`src/rtl/mdu_pkg.sv`:
```
// Shared definitions for the multiply/divide unit: function codes, FSM states
// and small operand helpers.
package mdu_pkg;

   localparam logic [5:0] FUNC_MTHI  = 6'h11;
   localparam logic [5:0] FUNC_MTLO  = 6'h13;
   localparam logic [5:0] FUNC_MULT  = 6'h18;
   localparam logic [5:0] FUNC_MULTU = 6'h19;
   localparam logic [5:0] FUNC_DIV   = 6'h1A;
   localparam logic [5:0] FUNC_DIVU  = 6'h1B;

   typedef enum logic [1:0] {IDLE, RUN, FIX, DONE} mdu_state_t;

   function automatic logic is_muldiv(input logic [5:0] f);
      return f inside {FUNC_MULT, FUNC_MULTU, FUNC_DIV, FUNC_DIVU};
   endfunction

   // Absolute value when treated as signed; 32'h8000_0000 maps to 2^31 unsigned.
   function automatic logic [31:0] magnitude(input logic [31:0] v, input logic sgn);
      return (sgn && v[31]) ? (32'd0 - v) : v;
   endfunction

endpackage

```
`src/rtl/mdu_if.sv`:
```
// Operand/control bus between the execute stage and the multiply/divide unit.
interface mdu_if;
   logic [31:0] A;
   logic [31:0] B;
   logic [5:0]  Func;
   logic        Start;
   logic        Flush;
   logic        Busy;
   logic        Done;
   logic [31:0] Hi;
   logic [31:0] Lo;

   modport master (output A, B, Func, Start, Flush, input Busy, Done, Hi, Lo);
   modport slave  (input A, B, Func, Start, Flush, output Busy, Done, Hi, Lo);
endinterface

```
`src/rtl/mdu_datapath.sv`:
```
// 64-bit accumulator/remainder shifter with a shared 33-bit add/subtract;
// one multiply or restoring-divide step per enabled cycle.
module mdu_datapath (
   input  logic        clk,
   input  logic        rst_n,
   input  logic        load,
   input  logic        step,
   input  logic        is_div,
   input  logic [31:0] load_val,
   input  logic [31:0] addend,
   output logic [63:0] acc
);

   logic [32:0] add_x;
   logic [32:0] add_y;
   logic [33:0] sum;
   logic [63:0] acc_next;

   // Divide subtracts from the remainder shifted left by one; sum[33] set means no borrow.
   always_comb begin
      add_x = is_div ? acc[63:31] : {1'b0, acc[63:32]};
      add_y = {1'b0, addend};
      sum   = {1'b0, add_x} + {1'b0, (is_div ? ~add_y : add_y)} + {33'd0, is_div};
      if (is_div)
         acc_next = sum[33] ? {sum[31:0], acc[30:0], 1'b1} : {acc[62:0], 1'b0};
      else
         acc_next = acc[0] ? {sum[32:0], acc[31:1]} : {1'b0, acc[63:1]};
   end

   always_ff @(posedge clk or negedge rst_n) begin
      if (!rst_n)
         acc <= '0;
      else if (load)
         acc <= {32'd0, load_val};
      else if (step)
         acc <= acc_next;
   end

endmodule

```
`src/rtl/mdu.sv`:
```
// Iterative MULT/MULTU/DIV/DIVU unit owning the architectural HI/LO registers.
module mdu
   import mdu_pkg::*;
(
   input  logic Clock,
   input  logic nReset,
   mdu_if.slave bus
);

   mdu_state_t  state, next_state;
   logic [4:0]  cnt;
   logic        load, step, wr_hilo, wr_hi, wr_lo;
   logic        op_div, neg_q, neg_r, div_zero;
   logic        a_sgn;
   logic [31:0] a_raw, a_mag, b_mag, hi_q, lo_q;
   logic [63:0] acc, prod;
   logic [31:0] quo, rem;

   // Signed variants are the even function codes.
   assign a_sgn = ~bus.Func[0];
   assign a_mag = magnitude(bus.A, a_sgn);

   mdu_datapath u_datapath (
      .clk      (Clock),
      .rst_n    (nReset),
      .load     (load),
      .step     (step),
      .is_div   (op_div),
      .load_val (a_mag),
      .addend   (b_mag),
      .acc      (acc)
   );

   always_ff @(posedge Clock or negedge nReset) begin
      if (!nReset)
         state <= IDLE;
      else
         state <= next_state;
   end

   always_comb begin
      next_state = state;
      load       = 1'b0;
      step       = 1'b0;
      wr_hilo    = 1'b0;
      wr_hi      = 1'b0;
      wr_lo      = 1'b0;
      case (state)
         IDLE: begin
            if (bus.Start && !bus.Flush) begin
               if (is_muldiv(bus.Func)) begin
                  load       = 1'b1;
                  next_state = RUN;
               end else if (bus.Func == FUNC_MTHI) begin
                  wr_hi = 1'b1;
               end else if (bus.Func == FUNC_MTLO) begin
                  wr_lo = 1'b1;
               end
            end
         end
         RUN: begin
            if (bus.Flush) begin
               next_state = IDLE;
            end else begin
               step = 1'b1;
               if (cnt == '0)
                  next_state = FIX;
            end
         end
         FIX: begin
            if (bus.Flush) begin
               next_state = IDLE;
            end else begin
               wr_hilo    = 1'b1;
               next_state = DONE;
            end
         end
         DONE: next_state = IDLE;
      endcase
   end

   always_comb begin
      prod = neg_q ? (64'd0 - acc) : acc;
      quo  = neg_q ? (32'd0 - acc[31:0]) : acc[31:0];
      rem  = neg_r ? (32'd0 - acc[63:32]) : acc[63:32];
   end

   always_ff @(posedge Clock or negedge nReset) begin
      if (!nReset) begin
         cnt      <= '0;
         op_div   <= 1'b0;
         neg_q    <= 1'b0;
         neg_r    <= 1'b0;
         div_zero <= 1'b0;
         a_raw    <= '0;
         b_mag    <= '0;
         hi_q     <= '0;
         lo_q     <= '0;
      end else begin
         if (load) begin
            cnt      <= 5'd31;
            op_div   <= bus.Func[1];
            neg_q    <= a_sgn & (bus.A[31] ^ bus.B[31]);
            neg_r    <= a_sgn & bus.A[31];
            div_zero <= (bus.B == '0);
            a_raw    <= bus.A;
            b_mag    <= magnitude(bus.B, a_sgn);
         end else if (step && cnt != '0) begin
            cnt <= cnt - 5'd1;
         end
         if (wr_hi)
            hi_q <= bus.A;
         if (wr_lo)
            lo_q <= bus.A;
         if (wr_hilo) begin
            if (!op_div) begin
               {hi_q, lo_q} <= prod;
            end else if (div_zero) begin
               hi_q <= a_raw;
               lo_q <= '1;
            end else begin
               hi_q <= rem;
               lo_q <= quo;
            end
         end
      end
   end

   assign bus.Busy = (state == RUN) || (state == FIX);
   assign bus.Done = (state == DONE);
   assign bus.Hi   = hi_q;
   assign bus.Lo   = lo_q;

endmodule

```
`src/flat_wrapper.sv`:
```
// flat-port wrapper written by rule: the top's interface ports become plain ports
module mdu_flat import mdu_pkg::*;
  (Clock, nReset, bus_A, bus_B, bus_Func, bus_Start, bus_Flush, bus_Busy, bus_Done, bus_Hi, bus_Lo);
  mdu_if bus_i ();
  input  logic Clock;
  input  logic nReset;
  input wire logic [$bits(bus_i.A)-1:0] bus_A;
  input wire logic [$bits(bus_i.B)-1:0] bus_B;
  input wire logic [$bits(bus_i.Func)-1:0] bus_Func;
  input wire logic [$bits(bus_i.Start)-1:0] bus_Start;
  input wire logic [$bits(bus_i.Flush)-1:0] bus_Flush;
  output wire logic [$bits(bus_i.Busy)-1:0] bus_Busy;
  output wire logic [$bits(bus_i.Done)-1:0] bus_Done;
  output wire logic [$bits(bus_i.Hi)-1:0] bus_Hi;
  output wire logic [$bits(bus_i.Lo)-1:0] bus_Lo;
  assign bus_i.A = bus_A;
  assign bus_i.B = bus_B;
  assign bus_i.Func = bus_Func;
  assign bus_i.Start = bus_Start;
  assign bus_i.Flush = bus_Flush;
  assign bus_Busy = bus_i.Busy;
  assign bus_Done = bus_i.Done;
  assign bus_Hi = bus_i.Hi;
  assign bus_Lo = bus_i.Lo;
  mdu u_core (.Clock(Clock), .nReset(nReset), .bus(bus_i));
endmodule
```
`config.mk`:
```
export PLATFORM = sky130hd
export DESIGN_NAME = mdu_flat
export DESIGN_NICKNAME = d
export VERILOG_FILES = /design/src/rtl/mdu_pkg.sv /design/src/rtl/mdu_if.sv /design/src/rtl/mdu_datapath.sv /design/src/rtl/mdu.sv /design/src/flat_wrapper.sv
export SDC_FILE = /design/constraint.sdc
export NUM_CORES = 1
export LEC_CHECK = 0
export CELL_PAD_IN_SITES_DETAIL_PLACEMENT = 1
export CELL_PAD_IN_SITES_GLOBAL_PLACEMENT = 1
export CORE_UTILIZATION = 48
export CTS_CLUSTER_DIAMETER = 60
export CTS_CLUSTER_SIZE = 40
export DETAILED_ROUTE_END_ITERATION = 12
export GPL_TIMING_DRIVEN = 0
export HOLD_SLACK_MARGIN = 0.08
export PLACE_DENSITY_LB_ADDON = 0.12
export SETUP_SLACK_MARGIN = 0.15
export SLEW_MARGIN = 25
export SYNTH_ARGS = -nofsm -noshare
export SYNTH_HDL_FRONTEND = slang
export SYNTH_SLANG_ARGS = --single-unit
```
`constraint.sdc`:
```
create_clock -name Clock -period 8 [get_ports Clock]
set_input_delay 1.6 -clock Clock [delete_from_list [all_inputs] [get_ports Clock]]
set_output_delay 1.6 -clock Clock [all_outputs]
set_load 0.05 [all_outputs]
```
==> flow_metrics.tcl <==
set metrics [dict create \
    status "complete, no violations" \
    viasPerCell 6.32 \
    fill_cells 4016 \
    yosys-top-cells-count "nand2_1 (355), dfrtp_1 (203), o21ai_0 (191)" \
    cts_tree "built" \
    port_buffers 134 \
    ioPinCount 140 \
    first_pass_iters 5 \
    dp_hpwl_mm 48.7 \
    vias 16500 \
    yosys_most_used_dff "dfrtp_1" \
    initial_core_util_pct 49.2 \
    dieArea_mm2 0.0344 \
    worstPathRequired_ns 8.39 \
    die_h_um 185 \
    clk_latency_ns 0.55 \
    yosys.area.top_type "dfrtp_1" \
    crit_arrival_ns 7.21 \
    clk_pin_slew_worst_paths_ns 0.07 \
    core_area_mm2 0.0328 \
    hp-class "flip-flop to flip-flop" \
    gp_congestion 0.964 \
    syn_to_final_growth_pct 17.1 \
    ctsRootBufferMaster "clkbuf_16" \
    fin_hold_ws_ns 0.490 \
    hold_buffers 0 \
    syn-cell-area_mm2 0.0161 \
    critPathLaunchType "flip-flop" \
    max_freq_ghz 0.147 \
    power_density_mw_per_mm2 415 \
    fin_area_mm2 0.0189 \
    drive_above_1_share_pct 5.95 \
    relSlewSlack_pct 24.2 \
    ff2ff_path_depth 17 \
    rsz0062_at_grt "no" \
    cts_resized 0 \
    synthesis.nets 2105 \
    ys_warn_count 0 \
    dp_cells 2567 \
    ctsLongestPathBuffers 3 \
    grt_pass1_wl_mm 98.3 \
    crit_type "flip-flop to flip-flop" \
    avgSynthCellArea_um2 8.11 \
    hold_viol 0 \
    crit_fanout 10 \
    met1Wirelength_mm 25.0 \
    ir_drop_mv 0.198 \
    cts-buffers-inserted 24 \
    setup-violations-final 0 \
    drtIter0Drc 1043 \
    end_kind "flip-flop" \
    synth.distinct_cells 82 \
    synth_top_area_share_pct 31.5 \
    synth-seq-cells 203 \
    fin_cells 2610 \
    wl_per_cell_um 24.4 \
    totalWireLength_mm 63.7 \
    drc 0 \
    dr.max_layer_used "met4" \
    synth_edf_count 0 \
    met3_wirelength_mm 3.57 \
    cts_setup_buffers 0 \
    ys_seq_area_share_pct 31.5 \
    grt.overflow.total 0 \
    globalRouteTotalUtil_pct 37.4 \
    antenna_found_initial 0 \
    synth.top_cells.by_area "dfrtp_1 (31%), nand2_1 (8.3%), xor2_1 (6.5%)" \
    leakage_nw 7.43 \
    min_period_ns 6.82 \
    cts_max_level 1 \
    nets 2267 \
    post-route-period-util_pct 85.2 \
    rows 66 \
    grt_max_degree 82 \
    async_flop_share_pct 100 \
    antenna_cells 0 \
    routed-wl-met2_mm 31.9 \
    post_dp_cell_area_mm2 0.0181 \
    tightest_slew_ns 1.14 \
    die_w_um 185 \
    hold_depth 2 \
    cap_violations 0 \
    finalMaxSlewViolations 0 \
    grt_pass1_vias 17200 \
    antenna_left 0 \
    finalClockSkew_ns 0.0196 \
    synthesis.instances 1989 \
    cts.sinks 203 \
    synth_most_common_cell "nand2_1" \
]
critical path, cell delays in order (launching register included):
cell,delay (ns)
dfrtp_1,0.56
clkbuf_1,0.42
clkbuf_1,0.65
clkbuf_1,0.63
buf_1,0.51
mux2_2,0.43
ha_1,0.28
clkbuf_1,0.32
nand4_1,0.21
nor2_1,0.34
nand2_1,0.09
nor4_1,0.69
o21ai_1,0.45
and2_1,0.31
buf_2,0.21
buf_2,0.22
o211ai_1,0.23
a21oi_1,0.10
per-layer routing:
metal,vias up,global-route usage [%]
li1,7455,-
met1,8208,43.6
met2,656,67.0
met3,182,4.68
met4,0,18.9
met5,-,0
area by class of cell:
cell class	count	area, µm²	area share [%]
tap	442	553	2.93
clock inverter	16	158	0.834
clock buffer	27	643	3.40
sequential	203	5080	26.9
multi-input combinational	1582	10300	54.3
inverter	34	128	0.675
timing repair buffer	136	1400	7.42
buffer	170	667	3.53
per-stage QoR:
stage               setup slack, ns  total power [mW]  util, %  setup TNS, ns
floorplan                      3.74              5.12        -              0
global placement              -3.52              6.43     55.0        -711.00
detailed placement             1.48              6.60     55.2              0
CTS                            1.41              7.78     57.6              0
global route                  0.940              8.32     57.6              0
finish                         1.18              7.85     57.6              0
cell usage in the layout, fill, tap and decap left out, drive strengths merged, types with 38 or more instances in the layout:
cell	instances
nand2	355
dfrtp	203
o21ai	202
clkbuf	161
clkdlybuf4s50	133
xor2	119
nor2	97
a21oi	95
xnor2	91
mux2i	79
o211ai	48
ha	41
o31ai	41
buf	39
inv	38
power breakdown:
group	total, mW	internal, mW	switching [mW]
combinational	4.90	1.76	3.14
clock	1.14	0.626	0.512
sequential	1.81	1.44	0.368
cell families (layout without fill, tap and decap cells):
group | after synthesis | in the layout | share of synthesized area [%]
AOI/OAI and AO/OA | 566 | 566 | 22.8
xor gates and xnor gates | 210 | 210 | 11.4
adders and majority gates | 42 | 42 | 3.30
buffers and inverters | 204 | 383 | 4.92
DFF | 203 | 203 | 31.5
muxes | 114 | 114 | 7.34
and+or+nand+nor | 650 | 650 | 18.7
registers in the layout, summed over array words and instances, names as in the netlist, 2 cells and up:
signal,cells
u_core.cnt,5
u_core.a_raw,32
u_core.b_mag,32
u_core.bus.Hi,32
u_core.u_datapath.acc,64
u_core.state,2
u_core.bus.Lo,32
final timing paths:
kind	to	startpoint	slack, ns
setup reg to reg	u_core.u_datapath.acc[46]	u_core.op_div	1.18
hold reg to reg	u_core.a_raw[2]	u_core.a_raw[2]	0.49
min in group asynchronous	u_core.bus.Lo[29]	nReset	0.94
setup / recovery	u_core.u_datapath.acc[46]	u_core.op_div	1.18
max in group asynchronous	u_core.b_mag[3]	nReset	6.27
hold / removal	u_core.a_raw[2]	u_core.a_raw[2]	0.49
Power figures use the tool's default switching activity.
